`config.mk`:
```
export PLATFORM = sky130hd
export DESIGN_NAME = ft245_bridge
export DESIGN_NICKNAME = d
export VERILOG_FILES = /design/src/rtl/ft245_pkg.sv /design/src/rtl/ft245_sync.sv /design/src/rtl/ft245_bridge.sv
export SDC_FILE = /design/constraint.sdc
export NUM_CORES = 1
export LEC_CHECK = 0
export CAP_MARGIN = 30
export CORE_MARGIN = 2
export CORE_UTILIZATION = 50
export DETAILED_ROUTE_END_ITERATION = 6
export GPL_TIMING_DRIVEN = 0
export PLACE_DENSITY = 0.93
export SETUP_SLACK_MARGIN = 0.5
export SYNTH_ARGS = -nofsm -noshare
export SYNTH_HDL_FRONTEND = slang
export SYNTH_SLANG_ARGS = --single-unit
```
`constraint.sdc`:
```
create_clock -name clk -period 3.63 [get_ports clk]
set_input_delay 0.726 -clock clk [delete_from_list [all_inputs] [get_ports clk]]
set_output_delay 0.726 -clock clk [all_outputs]
set_load 0.1 [all_outputs]
```
`src/rtl/ft245_pkg.sv`:
```
// Shared types and constants for the FT245 FIFO bridge: FSM states, status
// byte layout and the value returned by a timed-out read.
package ft245_pkg;

  typedef enum logic [2:0] {
    StIdle,
    StWaitRx,
    StRdStrobe,
    StWaitTx,
    StWrSetup,
    StWrStrobe,
    StWrHold,
    StAck
  } state_e;

  localparam int unsigned RXA = 0;
  localparam int unsigned TXA = 1;
  localparam int unsigned TMO = 7;

  localparam logic [7:0] TMO_RD_VAL = 8'hFF;

  // Flags are active-low at the pins; the status byte reports them active-high.
  function automatic logic [7:0] status_byte(input logic tmo, input logic txe_s,
                                             input logic rxf_s);
    logic [7:0] s;
    s      = '0;
    s[TMO] = tmo;
    s[TXA] = ~txe_s;
    s[RXA] = ~rxf_s;
    return s;
  endfunction

endpackage

```
`src/rtl/ft245_sync.sv`:
```
// Two-flop synchroniser for an asynchronous FIFO flag; resets to 1 (flag inactive).
module ft245_sync (
  input  logic clk,
  input  logic rst,
  input  logic d,
  output logic q
);

  logic meta_q, sync_q;

  always_ff @(posedge clk or posedge rst) begin
    if (rst) begin
      meta_q <= 1'b1;
      sync_q <= 1'b1;
    end else begin
      meta_q <= d;
      sync_q <= meta_q;
    end
  end

  assign q = sync_q;

endmodule

```
`src/rtl/ft245_bridge.sv`:
```
// CPU bus to FT245 FIFO bridge: status, receive and transmit cycles with dtack_n handshake.
// Define FT245_TIMEOUT_EN to bound the FIFO flag waits and enable the sticky tmo status bit.
module ft245_bridge
  import ft245_pkg::*;
#(
  parameter int unsigned RD_PULSE    = 4,
  parameter int unsigned WR_PULSE    = 3,
  parameter int unsigned TIMEOUT_CYC = 1024
) (
  input  logic       clk,
  input  logic       rst,
  input  logic       req_rx,
  input  logic       req_tx,
  input  logic       req_st,
  input  logic [7:0] cpu_din,
  output logic [7:0] cpu_dout,
  output logic       dtack_n,
  input  logic       ft_rxf_n,
  input  logic       ft_txe_n,
  output logic       ft_rd_n,
  output logic       ft_wr,
  input  logic [7:0] ft_din,
  output logic [7:0] ft_dout,
  output logic       ft_oe
);

  state_e     state_q, state_d;
  logic [3:0] cnt_q, cnt_d;
  logic [7:0] cpu_dout_q, cpu_dout_d;
  logic [7:0] ft_dout_q, ft_dout_d;
  logic       dtack_n_q, ft_rd_n_q, ft_wr_q, ft_oe_q;
  logic       rxf_s, txe_s;
  logic       tmo, tmo_d;
  logic       wait_expired;

  ft245_sync u_sync_rxf (
    .clk (clk),
    .rst (rst),
    .d   (ft_rxf_n),
    .q   (rxf_s)
  );

  ft245_sync u_sync_txe (
    .clk (clk),
    .rst (rst),
    .d   (ft_txe_n),
    .q   (txe_s)
  );

`ifdef FT245_TIMEOUT_EN
  localparam int unsigned TmoW = $clog2(TIMEOUT_CYC + 1);

  logic [TmoW-1:0] wcnt_q;
  logic            tmo_q;

  // Counter runs only while parked in a wait state; IDLE always precedes a wait.
  always_ff @(posedge clk or posedge rst) begin
    if (rst) begin
      wcnt_q <= '0;
      tmo_q  <= 1'b0;
    end else begin
      if (state_q inside {StWaitRx, StWaitTx}) begin
        wcnt_q <= wcnt_q + 1'b1;
      end else begin
        wcnt_q <= '0;
      end
      tmo_q <= tmo_d;
    end
  end

  assign wait_expired = (wcnt_q == TmoW'(TIMEOUT_CYC - 1));
  assign tmo          = tmo_q;
`else
  logic unused_cfg;

  assign wait_expired = 1'b0;
  assign tmo          = 1'b0;
  assign unused_cfg   = tmo_d ^ TIMEOUT_CYC[0];
`endif

  always_comb begin
    state_d    = state_q;
    cnt_d      = cnt_q;
    cpu_dout_d = cpu_dout_q;
    ft_dout_d  = ft_dout_q;
    tmo_d      = tmo;

    unique case (state_q)
      StIdle: begin
        cnt_d = '0;
        if (req_st) begin
          // Reading status reports and clears the sticky timeout bit.
          cpu_dout_d = status_byte(tmo, txe_s, rxf_s);
          tmo_d      = 1'b0;
          state_d    = StAck;
        end else if (req_rx) begin
          state_d = StWaitRx;
        end else if (req_tx) begin
          ft_dout_d = cpu_din;
          state_d   = StWaitTx;
        end
      end
      StWaitRx: begin
        cnt_d = '0;
        if (!rxf_s) begin
          state_d = StRdStrobe;
        end else if (wait_expired) begin
          cpu_dout_d = TMO_RD_VAL;
          tmo_d      = 1'b1;
          state_d    = StAck;
        end
      end
      StRdStrobe: begin
        if (cnt_q == 4'(RD_PULSE - 1)) begin
          cpu_dout_d = ft_din;
          state_d    = StAck;
        end else begin
          cnt_d = cnt_q + 4'd1;
        end
      end
      StWaitTx: begin
        cnt_d = '0;
        if (!txe_s) begin
          state_d = StWrSetup;
        end else if (wait_expired) begin
          tmo_d   = 1'b1;
          state_d = StAck;
        end
      end
      StWrSetup: begin
        cnt_d   = '0;
        state_d = StWrStrobe;
      end
      StWrStrobe: begin
        if (cnt_q == 4'(WR_PULSE - 1)) begin
          state_d = StWrHold;
        end else begin
          cnt_d = cnt_q + 4'd1;
        end
      end
      StWrHold: begin
        state_d = StAck;
      end
      StAck: begin
        if (!(req_st || req_rx || req_tx)) begin
          state_d = StIdle;
        end
      end
      default: begin
        state_d = StIdle;
      end
    endcase
  end

  // Strobes and acknowledge are decoded from the next state and registered,
  // so the pins are glitch-free and change on the same edge as the state.
  always_ff @(posedge clk or posedge rst) begin
    if (rst) begin
      state_q    <= StIdle;
      cnt_q      <= '0;
      cpu_dout_q <= '0;
      ft_dout_q  <= '0;
      dtack_n_q  <= 1'b1;
      ft_rd_n_q  <= 1'b1;
      ft_wr_q    <= 1'b0;
      ft_oe_q    <= 1'b0;
    end else begin
      state_q    <= state_d;
      cnt_q      <= cnt_d;
      cpu_dout_q <= cpu_dout_d;
      ft_dout_q  <= ft_dout_d;
      dtack_n_q  <= (state_d != StAck);
      ft_rd_n_q  <= (state_d != StRdStrobe);
      ft_wr_q    <= (state_d == StWrStrobe);
      ft_oe_q    <= (state_d inside {StWrSetup, StWrStrobe, StWrHold});
    end
  end

  assign cpu_dout = cpu_dout_q;
  assign ft_dout  = ft_dout_q;
  assign dtack_n  = dtack_n_q;
  assign ft_rd_n  = ft_rd_n_q;
  assign ft_wr    = ft_wr_q;
  assign ft_oe    = ft_oe_q;

endmodule
```
==> summary.md <==
| Metric | Value |
|---|---|
| Outcome | `complete, no violations` |
| Mapped Area | `1450 µm²` |
| Worst rel slew slack | `34.2%` |
| Syn avg cell area | `10.6 µm²` |
| Total grt overflow | `0` |
| RSZ-0062 raised after global routing | `false` |
| Final setup fails | `0` |
| Layout Cells excl Fill | `218` |
| Setup Skew | `0.00695 ns` |
| Req. time, crit path | `2.90 ns` |
| WHS | `0.358 ns` |
| Clk_lat worst skew | `0.32 ns` |
| Yosys cell types | `35` |
| Root Buffer | `clkbuf_4` |
| Final TNS setup | `0 ns` |
| Hold buffer count at cts | `0` |
| Die height | `57.8 µm` |
| Nets | `211` |
| Slowest library cell on the worst path | `clkdlybuf4s50_1` |
| Worst R2R Start | `cnt_q[0]` |
| Max-slew violation count | `0` |
| Crit-path cells | `clkdlybuf4s50_1` |
| Critical path arrival | `1.97 ns` |
| Die ar. | `3340 µm²` |
| CTS Sinks | `31` |
| Min-delay src | `u_sync_txe.meta_q` |
| Worst setup startpoint | `dtack_n` |
| Most common cell after layout, fill and taps aside | `clkdlybuf4s50_1` |
| Dominant cells by area after synthesis | `dfrtp_1 43%, dfstp_2 11%, mux2_2 9.3%, o21ai_0 4.5%, nand2_1 4.4%` |
| Worst setup EP type | `output pin` |
| Post-synthesis sequential area ratio | `54.2%` |
| ANT cells | `0` |
| Num CTS Buffers | `5` |
| Port bufs | `42` |
| Post-synthesis cell count | `136` |
| Layout cell share with drive strength beyond 1 | `16.6%` |
| Ports | `43` |
| Post-CTS Resized | `0` |
| Area growth syn-to-layout | `37.1%` |
| Largest net degree at the start of global routing | `18` |
| Placement Setup Slack | `0.867 ns` |
| Cells after DPL | `210` |
| CP Class | `flip-flop to output pin` |
| # rows | `19` |
| Post-DP HPWL | `2430 µm` |
| H-tree lvl count | `2` |
| Final-report hold violation count | `0` |
| Post-synth top flop | `dfrtp_1` |
| Area of the core | `2760 µm²` |
| Crit path launch type | `flip-flop` |
| Fin worst setup slack | `0.932 ns` |
| Most frequent cells in the layout | `42 x clkdlybuf4s50_1, 25 x dfrtp_1, 17 x nand2_1` |
| Vias/cell | `5.63` |
| Antenna violations before repair | `0` |
| Yosys warnings | `0` |
| Synthesized net count | `161` |
| Final Cycle Share | `74.3%` |
| RD Place Congestion | `0.838` |
| Via count | `1,228` |
| Vias in the first global route | `1,276` |
| Flops & latches, synth | `31` |
| Gr usage total | `21.4%` |
| Max-cap viol count | `0` |
| Delay-heaviest family, CP | `buffers and inverters` |
| Wire length per cell | `14.1 µm` |
| Residual DRC | `0` |
| Final Critical Period | `2.70 ns` |
| Worst path bufs/invs | `1` |
| Asr flop ratio synth | `100%` |
| Initial Utilization | `52.5%` |
| Setup Buffers After CTS | `0` |
| Clk slew on worst S/H paths | `0.09 ns` |
| Drt first pass iters | `4` |
| Routed WL | `3070 µm` |
| Worst path max stage delay | `1.12 ns` |
| Post-DRT Antenna Nets | `0` |
| Initial DRC count | `23` |
| Top achievable clock speed | `0.371 GHz` |
| CTS tree | `built` |
| Clk buf depth | `2` |
| Peak supply drop | `0.652 mV` |
| Power per Cell Area | `881 nW/µm²` |
| Post-synth EDFFs | `0` |
| First-pass GRT wire length | `5420 µm` |
| Worst Tran Pin Value | `0.983 ns` |
| Leak pwr | `0.835 nW` |
| Post-synth top area share | `43.3%` |
| Hold Path Class | `flip-flop to flip-flop` |
| Die Width | `57.8 µm` |
| Synth area leader | `dfrtp_1` |
| Crit Path Max Fanout | `1` |
==> sequential cells by signal, indices dropped and copies added, names as in the netlist <==
name and count:
u_sync_rxf.meta_q 1, ft_wr 1, cnt_q 4, state_q 3, u_sync_rxf.q 1, ft_oe 1
dtack_n 1, u_sync_txe.q 1, cpu_dout 8, u_sync_txe.meta_q 1, ft_dout 8, ft_rd_n 1
==> Yosys cell counts, types with 2 or more instances <==
cell type	instances
and3b_1	2
nor3_1	5
nor2b_1	3
nor2_1	7
nor4_1	2
nand2_1	17
clkbuf_1	5
mux2_2	12
ha_1	2
inv_1	6
dfrtp_1	25
nand3_1	8
dfstp_2	6
and2_1	2
nand2b_1	2
o21ai_0	13
==> metrics by stage <==
stage                     total power, W  util (%)  area [µm²]
after floorplan                  0.00132         -        1450
after global placement           0.00153      69.1        1910
after detailed placement         0.00157      70.1        1930
after CTS                        0.00176      71.9        1980
after global routing             0.00185      71.9        1980
final                            0.00175      71.9        1980
==> kinds of logic after synthesis <==
group	Yosys count	synth area share, %
AND/OR/NAND/NOR	56	21.4
flip-flops	31	54.2
AO/OA/AOI/OAI	24	10.6
multiplexers	12	9.34
buffers and inverters	11	2.85
adder cells (fa/ha/maj)	2	1.73
==> report_power, final <==
group | total [W] | internal, W | switching (W)
Clock | 0.000183 | 0.0000753 | 0.000108
Sequential | 0.000520 | 0.000452 | 0.0000675
Combinational | 0.00104 | 0.000311 | 0.000732
Total | 0.00175 | 0.000839 | 0.000908
==> path summary, 6_finish.rpt <==
kind                                      to  slack, ns  depth (start not counted)
min in group asynchronous         state_q[0]       0.77                          2
hold / removal                  u_sync_txe.q       0.36                          0
setup / recovery                     dtack_n       0.93                          1
hold reg to reg                 u_sync_txe.q       0.36                          0
setup reg to reg                       ft_oe       1.53                          6
max in group asynchronous  u_sync_rxf.meta_q       2.27                          3
==> layer usage <==
layer  global-route usage (%)  vias up  wire length, µm
met5                        0        -                0
met4                     5.98        0               23
met3                     7.81        5              233
met2                     38.6       49             1630
met1                     23.5      590             1180
li1                         -      584                -
==> area by class of cell <==
| type | instances | area, µm² |
|---|---|---|
| inverters | 6 | 22.5 |
| clock inverters | 1 | 5.00 |
| well taps | 31 | 38.8 |
| clock buffers | 7 | 45.0 |
| multi-input cells | 94 | 622 |
| repair buffers | 43 | 448 |
| fillers | 207 | 774 |
| plain buffers | 5 | 18.8 |
| flip-flops and latches | 31 | 783 |
Power figures use the tool's default switching activity.
